$ cat src/rtl/stdin_word_buffer_if.sv
// Byte-in / word-out handshake bundle for the stdin word buffer.
// Slave is the buffer; master is the byte source plus word consumer.
interface stdin_word_buffer_if;
  logic        byte_val;
  logic [7:0]  byte_data;
  logic        byte_rdy;
  logic        word_val;
  logic [15:0] word_data;
  logic        word_rdy;

  modport slave (
    input  byte_val,
    input  byte_data,
    output byte_rdy,
    output word_val,
    output word_data,
    input  word_rdy
  );

  modport master (
    output byte_val,
    output byte_data,
    input  byte_rdy,
    input  word_val,
    input  word_data,
    output word_rdy
  );
endinterface

$ cat src/rtl/stdin_word_buffer.sv
// Packs received bytes into 16-bit words (high byte first) and queues
// them in a small fall-through FIFO feeding the LSU stdin port.
module stdin_word_buffer #(
  parameter int DEPTH = 4
) (
  input  logic                   clk_i,
  input  logic                   rst_i,
  input  logic                   flush_i,
  stdin_word_buffer_if.slave     bus,
  output logic [$clog2(DEPTH):0] count_o,
  output logic                   half_o
);

  localparam int AW = $clog2(DEPTH);

  typedef enum logic {
    HI_BYTE = 1'b0,
    LO_BYTE = 1'b1
  } phase_t;

  phase_t        phase_q;
  phase_t        phase_d;
  logic [7:0]    hi_q;
  logic [7:0]    hi_d;
  logic [15:0]   mem [DEPTH];
  logic [AW-1:0] wr_ptr;
  logic [AW-1:0] rd_ptr;
  logic [AW:0]   count;
  logic          full;
  logic          byte_fire;
  logic          push;
  logic          pop;

  assign full      = (count == (AW+1)'(DEPTH));
  assign byte_fire = bus.byte_val && bus.byte_rdy;
  assign pop       = bus.word_val && bus.word_rdy;

  assign bus.byte_rdy  = (phase_q == HI_BYTE) || !full;
  assign bus.word_val  = (count != '0);
  assign bus.word_data = mem[rd_ptr];
  assign count_o       = count;
  assign half_o        = (phase_q == LO_BYTE);

  always_comb begin
    phase_d = phase_q;
    hi_d    = hi_q;
    push    = 1'b0;
    unique case (phase_q)
      HI_BYTE: begin
        if (byte_fire) begin
          hi_d    = bus.byte_data;
          phase_d = LO_BYTE;
        end
      end
      LO_BYTE: begin
        if (byte_fire) begin
          push    = 1'b1;
          phase_d = HI_BYTE;
        end
      end
      default: phase_d = HI_BYTE;
    endcase
  end

  // Flush wins over any handshake in the same cycle.
  always_ff @(posedge clk_i) begin
    if (rst_i) begin
      phase_q <= HI_BYTE;
      hi_q    <= '0;
    end else if (flush_i) begin
      phase_q <= HI_BYTE;
    end else begin
      phase_q <= phase_d;
      hi_q    <= hi_d;
    end
  end

  always_ff @(posedge clk_i) begin
    if (rst_i || flush_i) begin
      wr_ptr <= '0;
      rd_ptr <= '0;
      count  <= '0;
    end else begin
      if (push) wr_ptr <= wr_ptr + AW'(1);
      if (pop)  rd_ptr <= rd_ptr + AW'(1);
      unique case ({push, pop})
        2'b10:   count <= count + (AW+1)'(1);
        2'b01:   count <= count - (AW+1)'(1);
        default: count <= count;
      endcase
    end
  end

  always_ff @(posedge clk_i) begin
    if (!rst_i && !flush_i && push)
      mem[wr_ptr] <= {hi_q, bus.byte_data};
  end

endmodule

$ cat src/flat_wrapper.sv
// flat-port wrapper written by rule: the top's interface ports become plain ports
module stdin_word_buffer_flat 
#(
  parameter int DEPTH = 4
)
  (clk_i, rst_i, flush_i, count_o, half_o, bus_byte_val, bus_byte_data, bus_byte_rdy, bus_word_val, bus_word_data, bus_word_rdy);
  stdin_word_buffer_if bus_i ();
  input  logic clk_i;
  input  logic rst_i;
  input  logic flush_i;
  output logic [$clog2(DEPTH):0] count_o;
  output logic half_o;
  input wire logic [$bits(bus_i.byte_val)-1:0] bus_byte_val;
  input wire logic [$bits(bus_i.byte_data)-1:0] bus_byte_data;
  output wire logic [$bits(bus_i.byte_rdy)-1:0] bus_byte_rdy;
  output wire logic [$bits(bus_i.word_val)-1:0] bus_word_val;
  output wire logic [$bits(bus_i.word_data)-1:0] bus_word_data;
  input wire logic [$bits(bus_i.word_rdy)-1:0] bus_word_rdy;
  assign bus_i.byte_val = bus_byte_val;
  assign bus_i.byte_data = bus_byte_data;
  assign bus_byte_rdy = bus_i.byte_rdy;
  assign bus_word_val = bus_i.word_val;
  assign bus_word_data = bus_i.word_data;
  assign bus_i.word_rdy = bus_word_rdy;
  stdin_word_buffer #(.DEPTH(DEPTH)) u_core (.clk_i(clk_i), .rst_i(rst_i), .flush_i(flush_i), .bus(bus_i), .count_o(count_o), .half_o(half_o));
endmodule
$ cat config.mk
export PLATFORM = sky130hd
export DESIGN_NAME = stdin_word_buffer_flat
export DESIGN_NICKNAME = d
export VERILOG_FILES = /design/src/rtl/stdin_word_buffer_if.sv /design/src/rtl/stdin_word_buffer.sv /design/src/flat_wrapper.sv
export SDC_FILE = /design/constraint.sdc
export NUM_CORES = 1
export LEC_CHECK = 0
export CORE_MARGIN = 2
export CORE_UTILIZATION = 30
export CTS_CLUSTER_DIAMETER = 150
export DETAILED_ROUTE_END_ITERATION = 7
export MAX_ROUTING_LAYER = met4
export SLEW_MARGIN = 20
export SYNTH_ARGS = -nofsm -noshare
export SYNTH_HDL_FRONTEND = slang
export SYNTH_SLANG_ARGS = --single-unit
$ cat constraint.sdc
create_clock -name clk_i -period 4 [get_ports clk_i]
set_input_delay 0.4 -clock clk_i [delete_from_list [all_inputs] [get_ports clk_i]]
set_output_delay 0.4 -clock clk_i [all_outputs]
set_load 0.005 [all_outputs]
== Yosys cells after proc, flatten, opt, wreduce, memory -nomap -nowiden ==
Memory sizes are Yosys's and may differ from the RTL's. A register that Yosys moved wholly into a read port is not among the register bits.
Index checks and enable logic that the tools add are counted.
Operators by class
  add/sub/neg operators: 4
  equality and inequality tests: 3
  multiplexer cells: 9
  bitwise logic cells: 2
  reduce and logical (&&, ||, !) cells: 13
Operators by type and width (count)
  $pmux 3 s2: 1
  $mux 1: 5
  $add 2x1->2 const B: 2
  $logic_and 1x1->1: 4
  $mux 2: 2
  $add 3x1->3 const B: 1
  $eq 3x3->1 const B: 1
  $logic_not 1->1: 3
  $reduce_and 3->1: 1
  $reduce_bool 3->1: 1
  $sub 3x1->3 const B: 1
  $eq 2x1->1 const B: 1
  $eq 2x2->1 const B: 1
  $logic_or 1x1->1: 2
  $not 1->1: 2
  $pmux 1 s2: 1
  $reduce_bool 2->1: 1
  $reduce_or 2->1: 1
Storage, ports and cells
  bits in registers: 16
  memory bits (writable): 64
  input bits: 13
  output and inout bits: 22
  memories: 1
Memory list
  u_core.mem: words 4, width 16, read ports 1, clocked after memory_dff 1, wr ports 1, RTL line stdin_word_buffer.sv:25  | logic [15:0] mem [DEPTH];

== Logic depth before layout (Yosys ltp) ==
Gate-level depths: netlist of run 1.
  word-level depth: 9
  depth in mapped cells: 11

== Least setup slack after synthesis of run 1 ==
OpenSTA, ideal clock, no wires.
  path kind: register to register
  from: register u_core.count[0], in the netlist u_core.count_o[0]
  to: register u_core.count[2], in the netlist u_core.count_o[2]
  library setup time: 70 ps
  arrival time: 2191 ps
  setup slack: 1739 ps
  cell stages (with the launch flop): 12
  buffers on the path: 0
  clock period less this slack: 2261 ps
  cells stage by stage: dfxtp_1 inv_1 nand4_1 and2_1 ha_1 inv_1 ha_1 inv_1 fa_1 xor2_1 or3_1 a21oi_1
Between the ends
  longest elaborated chain between the ends: 8
  elaborated cells between the ends (all ways): 14
  classes of those cells: add/sub (2); eq/ne (3); mux (3); reduce/logical (6)
Ends and longest elaborated chain
  from (decl): RTL line stdin_word_buffer.sv:28  | logic [AW:0] count;
  from (signal assigned): RTL line stdin_word_buffer.sv:87  | 2'b10: count <= count + (AW+1)'(1);
  from (signal assigned): RTL line stdin_word_buffer.sv:88  | 2'b01: count <= count - (AW+1)'(1);
  from (signal assigned): RTL line stdin_word_buffer.sv:89  | default: count <= count;
  $eq 3x3->1 *: RTL line stdin_word_buffer.sv:34  | assign full = (count == (AW+1)'(DEPTH));
  $logic_not 1->1 *: RTL line stdin_word_buffer.sv:38  | assign bus.byte_rdy = (phase_q == HI_BYTE) || !full;
  $logic_or 1x1->1 *: RTL line stdin_word_buffer.sv:38
  via bus_byte_rdy: RTL line flat_wrapper.sv:15  | output wire logic [$bits(bus_i.byte_rdy)-1:0] bus_byte_rdy;
  $logic_and 1x1->1 *: RTL line stdin_word_buffer.sv:35  | assign byte_fire = bus.byte_val && bus.byte_rdy;
  $mux 1 *: RTL line stdin_word_buffer.sv:56  | if (byte_fire) begin
  $mux 1 *: RTL line stdin_word_buffer.sv:48  | unique case (phase_q)
  via u_core.push: RTL line stdin_word_buffer.sv:31  | logic push;
  $eq 2x1->1 / $eq 2x2->1 (equally long branches): RTL line stdin_word_buffer.sv:86  | unique case ({push, pop})
  $pmux 3 s2 / $reduce_bool 2->1 (equally long branches)
The timed path passes the listed nets; every way through them passes the cells marked *.
A chain may end at the register's enable or synchronous reset.

==> impl_results.md, run 1 <==
- Clock power frac: 0.337
- Hold_buf cts: 0
- Worst flop-to-flop path startpoint: u_core.count_o[0]
- Peak VDD IR: approximately 0.16 mV
- Min-delay src: u_core.hi_q[3]
- Avg Cell Area, Syn: 19.0 um2
- Sequential share of power: 0.630
- TritonCTS buffer count: 9
- Share of layout cells above drive strength 1: 0.129
- N_diodes: 0
- Slew HR: 0.295
- Post-synthesis simple-gate area fraction: 0.0426
- Status: finished, final reports clean
- RSZ-0062 raised after global routing: no
- Final number of hold-violating endpoints: 0
- Fin nets: around 230
- CP endpoint kind: output pin
- Post-synthesis mux area share: 0.151
- Commonest cells after routing, fill and taps aside: edfxtp_1 (64), clkdlybuf4s50_1 (34), dfxtp_1 (18), nor2_1 (17), mux4_2 (10)
- DR DRC count: 0
- Core Area: 10200 um2
- GPL Wtd Cong: 0.664
- Synth Area in XOR/XNOR: 0.0139
- Die area: between 10000 and 15000 um2
- Fin crit share: 0.630
- Critical path type: reg -> out
- Via density: 4.35
- Worst-path fanout max: 16
- Mapped Area: 3140 um2
- Sw Share: 0.205
- Main combinational cell family by area after synthesis: multiplexers
- Clk Latency, worst-skew pair: between 0.3 and 0.4 ns
- Highest Clock Rate: 397 MHz
- Final WL: between 5000 and 6000 um
- Required @ worst endpoint: 3.60 ns
- Sw power: around 0.3 mW
- P_int: 1.17 mW
- Worst-path cell chain: mux4_2, clkdlybuf4s50_1
- Routed Antenna Nets: 0
- Final Non-Filler Cells: 346
- Final min period: 2.52 ns
- Area growth syn-to-layout: 20.3%
- Total Power: ~1.5 mW
- Area leader, netlist: edfxtp_1
- Vert. Die Dim: around 110 um
- Std-Cell Rows: 37
- Largest cells by area after synthesis: edfxtp_1 (61%), dfxtp_1 (11%), mux4_2 (7.2%), mux4_1 (5.0%), mux2i_1 (2.9%)
- Cell Pwr Density: 390 nW/um2
- Max stage delay cell, worst path: dfxtp_1
- IO buf count: 34
- Setup bufs post-CTS: 0
- Tightest Hold Check Type: reg -> reg
- Synth Area in Adders: 0.0303
- Pin count of the biggest net entering global routing: 17
- Antenna violations before repair: 0
- Max Clock Skew: ~0.011 ns
- 1st-iter DRT viols: 40
- First drt pass iteration count: 4
- CTS tree: yes
- First-pass GRT wire length: between 8000 and 9000 um
- Critical Path Source Type: flop
- WP data arrival: approximately 2.1 ns
- IO Pins: 35
- Clock sinks: 82
- Final Max Tran Viols: 0
- Sequential share of the synthesized area: 0.727
- Pleak: 1.18 nW
- Clock transition at path regs: 0.08 ns
- CTS resizes: 0
- Maximum buffer depth of the clock tree: 2
- Final setup fails: 0
- Avg WL per Cell: 15.4 um
- Yosys cell types: 24
- Initial Util: 0.307
- Syn_nets: ~190
- Htree depth: 3
- Worst-margin pin slew: 1.05 ns
- Comb pwr share: 0.033
- Via count: around 1500
- Post-route cell area: ~3800 um2
- Yosys warns: 0
- Post-synth top area share: 0.612
- Clock root buffer: clkbuf_8
- Global route total overflow: 0
- Commonest non-fill, non-tap cell in the layout: edfxtp_1
- Max-cap violations: 0
- Total GRT Usage: 0.103
- Post-Route Setup TNS: 0 ns
- Vias in the first global route: ~1600
- Placed instance count: 330
- Post-synthesis cell count: ~170
- Hpwl dp: 3290 um
- Die Wd: between 100 and 150 um
- Synth Register Bits: 82
- Largest stage delay, worst path: 0.87 ns
- Placement Cell Area: 3610 um2
- Synth Area in Compound Gates: 0.0104
## cells by family after synthesis
kind of cell | after synthesis
muxes | 25
and+or+nand+nor | 28
adders and majority gates | 7
AOI/OAI and AO/OA | 5
DFF | 82
xor gates and xnor gates | 5
buffers and inverters | 13
## Yosys cell counts
cell type  count
xor2_1         3
mux4_2        10
edfxtp_1      64
nor2_1        17
xnor2_1        2
buf_2          5
and3_1         4
inv_1          6
nor3b_1        1
o311ai_0       1
or2_2          1
or3_1          2
mux4_1         6
ha_1           6
a21oi_1        2
mux2i_1        9
nand4_1        1
buf_12         1
fa_1           1
and2_1         2
o31a_1         1
o21ai_0        1
dfxtp_1       18
buf_6          1
## power by group through the flow
stage	logic (mW)	registers, mW	clock network [mW]
after floorplan	0.0210	0.946	0
after global routing	0.0527	0.929	0.541
after global placement	0.0482	0.947	0
after detailed placement	0.0489	0.948	0
after CTS	0.0492	0.928	0.508
final	0.0481	0.928	0.496
## state kept, by name, indices dropped and copies added, names as in the netlist, named ones only
| name | cells |
|---|---|
| u_core.wr_ptr | 2 |
| u_core.rd_ptr | 2 |
| u_core.mem | 64 |
| u_core.half_o | 1 |
| u_core.count_o | 3 |
| u_core.hi_q | 8 |
## layer usage
layer	vias to the layer above	share of wire	routed length, um	GRT usage
met3	7	0.033	178	0.0282
met5	-	0	0	-
met2	29	0.51	2730	0.171
met4	0	0.0056	30	0.0395
met1	750	0.45	2380	0.119
li1	720	-	-	-
## critical path, delay by kind of cell (launching register included)
kind	cells	cell delay, ns
DFF	1	0.87
buffers and inverters	1	0.46
muxes	1	0.44
## worst paths after layout
path / to / slack [ns] / cells after the start
max: bus_word_data[15] / 1.48 / 2
min: u_core.mem[1][11] / 0.51 / 0
max reg2reg: u_core.count_o[2] / 1.53 / 11
min reg2reg: u_core.mem[1][11] / 0.51 / 0
## through the flow
stage | util | hold WS [ns] | worst slack, ns
final | 0.369 | 0.507 | 1.48
after global routing | 0.369 | 0.527 | 1.37
after CTS | 0.369 | 0.507 | 1.39
after detailed placement | 0.353 | 0.485 | 1.42
after global placement | 0.353 | 0.481 | 1.49
after floorplan | - | 0.459 | 1.74
## area by class of cell
cell class	count	area, um2
well taps	136	170
multi-input cells	70	783
flip-flops and latches	82	2280
fillers	939	6450
repair buffers	36	355
inverters	6	22.5
clock inverters	5	31.3
clock buffers	11	131
(Power assumes the default switching activity.)
==> run 2: changes to the inputs <==
clock period = 2.42 ns   (was 4 ns; I/O delays follow)
==> impl_results.md, run 2 (synthesis gave the netlist of run 1 again) <==
- N_diodes: 0
- Die area: roughly 11000 um2
- Utilization after layout: 0.386
- Min-Delay Path Depth: 0
- Via density: 4.37
- Largest register FFs: 64
- Slew HR: 0.726
- Final setup fails: 0
- 1st-iter DRT viols: 49
- WP data arrival: 2.05 ns
- First-pass GRT wire length: about 8500 um
- Largest register by flop count: u_core.mem
- Clock sinks: 82
- Area growth syn-to-layout: 25.7%
- Max-cap violations: 0
- Final WL: between 5000 and 6000 um
- Worst flop-to-flop path startpoint: u_core.count_o[0]
- Commonest cells after routing, fill and taps aside: edfxtp_1 (64), clkdlybuf4s50_1 (34), nor2_1 (17), dfxtp_1 (17), buf_4 (16)
- Final min period: 2.29 ns
- Final Non-Filler Cells: about 360
- Global route total overflow: 0
- Min-delay src: u_core.hi_q[4]
- Critical path type: reg -> out
- Final number of hold-violating endpoints: 0
- Commonest non-fill, non-tap cell in the layout: edfxtp_1
- Fin crit share: 0.948
- Avg WL per Cell: 15.1 um
- Required @ worst endpoint: 2.18 ns
- Highest Clock Rate: 436 MHz
- Maximum buffer depth of the clock tree: 2
- Antenna violations before repair: 0
- Peak VDD IR: 0.224 mV
- R2R setup slack: 0.16 ns
- Critical Path Source Type: flop
- IO Pins: 35
- Via count: 1577
- Htree depth: 3
- Number of fill cells in the layout: between 900 and 1000
- GPL Wtd Cong: 0.664
- Routed Antenna Nets: 0
- WHS Endpoint: u_core.mem[3][12]
- First drt pass iteration count: 4
- Vias in the first global route: 1621
- TritonCTS buffer count: 9
- Pin count of the biggest net entering global routing: 17
- Status: finished, final reports clean
- Max Clock Skew: 0.00951 ns
- Setup bufs post-CTS: 0
- Worst-path fanout max: 6
- CP endpoint kind: output pin
- Core Area: slightly above 10000 um2
- Initial Util: 0.307
- Clk Latency, worst-skew pair: 0.35 ns
- Pleak: 1.28 nW
- DR DRC count: 0
- Footprint of the multi-input gates: 786 um2
- Fin nets: 240
- Final Max Tran Viols: 0
- Clock root buffer: clkbuf_8
- Reg2Reg Depth: 11
- Worst-margin pin slew: around 0.4 ns
- Placed instance count: 345
- Die Wd: 106 um
- CTS tree: yes
- Share of layout cells above drive strength 1: 0.213
- Clock transition at path regs: 0.09 ns
- Vert. Die Dim: 106 um
- Hpwl dp: 3740 um
- IO buf count: 34
- Cell Pwr Density: 661 nW/um2
- Std-Cell Rows: 37
- Worst flop-to-flop path endpoint: u_core.count_o[2]
- Reg area: 2280 um2
- Tightest Hold Check Type: reg -> reg
- Total GRT Usage: 0.107
==> run 2: worst max path at each step <==
stage	to	slack (ns)	depth (start not counted)
final	bus_word_data[7]	0.13	3
after global routing	u_core.count_o[2]	-0.004	11
after detailed placement	u_core.count_o[2]	0.06	10
after global placement	u_core.count_o[2]	0.16	10
after CTS	bus_word_data[7]	0.08	3
after floorplan	u_core.count_o[2]	0.16	11
==> run 2: layout make-up <==
class	instances	area share
flip-flops and latches	82	0.579
multi-input cells	70	0.199
repair buffers	51	0.122
well taps	136	0.0431
clock buffers	9	0.0314
clock inverters	7	0.0200
inverters	6	0.00571
==> run 2: per-layer routing <==
layer,global-route usage,vias to the layer above,part of all wire,wire length (um)
li1,-,751,-,-
met1,0.128,789,0.44,2410
met2,0.171,29,0.51,2810
met3,0.0245,8,0.029,159
met4,0.0508,0,0.016,86
met5,-,-,0,0
==> run 2: critical path, cell delays in order (launching register included) <==
cell             delay, ns
dfxtp_2               0.41
buf_4                 0.21
mux4_1                0.62
clkdlybuf4s50_1       0.47
==> run 2: through the flow <==
stage	TNS, ns	power (mW)	area [um2]	setup slack (ns)	hold WS (ns)
floorplan	0	1.60	3140	0.159	0.341
global placement	0	1.65	3740	0.162	0.482
detailed placement	0	1.65	3740	0.0561	0.488
CTS	0	2.63	3940	0.0769	0.506
global route	-0.00394	2.70	3950	-0.00394	0.529
finish	0	2.61	3950	0.126	0.515
==> run 2: power breakdown <==
part | internal (mW) | leakage [nW] | total [mW] | switching [mW]
logic | 0.0463 | 0.478 | 0.0845 | 0.0382
registers | 1.52 | 0.708 | 1.53 | 0.00926
clock network | 0.485 | 0.0973 | 0.992 | 0.507
==> run 2: what timing repair did <==
| item | CTS | global route |
|---|---|---|
| hold buffers | 0 | 0 |
| pin swaps | 0 | 0 |
| hold endpoints to repair | 0 | 0 |
| endpoints found under the setup margin | 1 | 1 |
| resized for setup | 1 | 2 |
==> variant (flow settings as in run 2) <==
Register the output `count_o` once more, with the module's reset; this adds one clock of latency there. The other outputs are not delayed to match.
--- a/src/rtl/stdin_word_buffer.sv
+++ b/src/rtl/stdin_word_buffer.sv
@@ -40,3 +40,9 @@
   assign bus.word_data = mem[rd_ptr];
-  assign count_o       = count;
+  always_ff @(posedge clk_i) begin
+    if (rst_i) begin
+      count_o <= '0;
+    end else begin
+      count_o <= count;
+    end
+  end
   assign half_o        = (phase_q == LO_BYTE);
Formal check against the unedited RTL: not equivalent (a bounded check fails within 4 cycles, from zero or initial values and one cycle with rst_i high).
==> variant against run 2 <==
  * Sequential share of layout area is 1.6 points higher
  * First-iteration DRC count is 51% higher
  * Sequential cell count is 3 higher
  * Cell area is 0.25% lower
  * Total power is 2.3% lower
  * Wire length is 2.2% lower
  * Highest routed layer unchanged
  * Largest power group unchanged
  * Non-clock buffer count is 7 lower
  * Clock power is 11% lower
  * Sequential power is 3% higher
  * Synthesized area is 2.3% higher
  * Fmax is 1.6% higher
  * Worst setup slack better by 0.037 ns
==> variant: results (changes against run 2) <==
Final layout
The layout net count was 239 (-0.42%). The proportion of layout cells with a drive suffix above 1 is 0.174 (-0.0392).

Logic synthesis
The sequential-to-total area share from yosys stat is 0.730 (+0.00256). In the post-synthesis netlist, the biggest area contributors are edfxtp_1, dfxtp_1, mux4_2, mux4_1, mux2i_1. The synthesized net count was 191 (+3.2%). The synthesis warning total is 0 (unchanged). The adder and majority gate portion of the synthesized area was 0.0296 (-0.000673). The number of different library cells in the post-synthesis netlist came to 26 (+8.3%). By count the netlist is led by edfxtp_1, dfxtp_1, nor2_1. The post-synthesis mux area share was 0.147 (-0.00335). The area share of xor/xnor cells in the synthesized design was 0.0136 (-0.000310). The compound-gate portion of the synthesized area came to 0.0101 (-0.000230).

Setup path
Among all stages on the critical path, the largest delay is contributed by dfxtp_1. The cell count of the worst reg-to-reg path came to 10 (-1). The worst-path maximum fanout is 7 (+1). The critical path endpoint is u_core.count[2]. The arrival time of data at the critical path endpoint is 2.54 ns (+0.49 ns). The biggest cell delay along the critical path is 0.43 ns (-0.19 ns).

Min path
The path with the worst hold slack has its endpoint at u_core.mem[0][11]. In this run the most critical hold path is launched from u_core.hi_q[3].

Power and ir drop
The clock share of power is 0.347 (-0.033). The combinational logic power is 0.0816 mW (-3.4%). The maximum vdd drop is 0.000280 V (+25%). The internal power consumption is 2.00 mW (-2.7%). The reported leakage power is 1.27 nW (-1.4%).

Route
The sum of routed wire segments on met1 is 2.42 mm (+0.29%). The total number of vias is 1561 (-1.0%). The detailed-route wire length per cell is 14.9 µm (-1.9%). The DRC marker count from the first detailed-route iteration is 74 (+51%). The routed length on met3 is 239 µm (+50%). The number of detailed-route iterations in the first pass is 4 (unchanged).

The total length of routed met2 wires came to 2.62 mm (-6.6%).

Global routing
The global-route wire length before repair came to 8.45 mm (-1.2%). The global-route met2 utilization came to 0.161 (-0.00985). The overall fraction of global-route tracks in use was 0.103 (-0.00366). The global routing met1 resource utilization came to 0.127 (-0.00158). The number of antenna violations at the first check in global routing came to 0 (unchanged). The met3 track demand over resource is 0.0248 (+0.000294).

Placed design
The standard cell area after detailed placement was 3760 µm² (+0.57%). The placer congestion estimate is 0.741 (+12%). The detailed placer's ending HPWL is 3.39 mm (-9.3%).

Run status
The flow ran to the end, and the final reports show no timing, DRC or antenna violations.

Timing
The post-route worst hold slack is 0.510 ns (-0.00562 ns). The transition at the pin with the smallest max-transition slack came to 0.390 ns (-0.0153 ns). The largest clock skew in the final design is 0.0119 ns (+0.00243 ns).

Clock tree
The number of resized instances in the post-cts repair step was 0 (-1).
variant: through the flow:
| step | setup slack (ns) | cells | power (mW) |
|---|---|---|---|
| global route | 0.00744 | 360 | 2.64 |
| finish | 0.163 | 360 | 2.55 |
| detailed placement | 0.128 | 344 | 1.70 |
| global placement | 0.172 | 344 | 1.70 |
| CTS | 0.117 | 360 | 2.58 |
| floorplan | 0.169 | 171 | 1.65 |
variant: area by class of cell:
type	count	area (µm²)
fill	991	6430
sequential	85	2340
multi-input combinational	73	797
timing repair buffer	44	428
tap	136	170
clock buffer	10	128
clock inverter	6	47.5
inverter	6	22.5
variant: worst max-delay path: cells and delay by family, from the launching register on:
family          cells  cell delay (ns)
fa+ha+maj           3             0.73
simple gates        3             0.63
flops               1             0.43
xor+xnor            1             0.15
compound gates      1             0.13
buf+inv             2             0.12
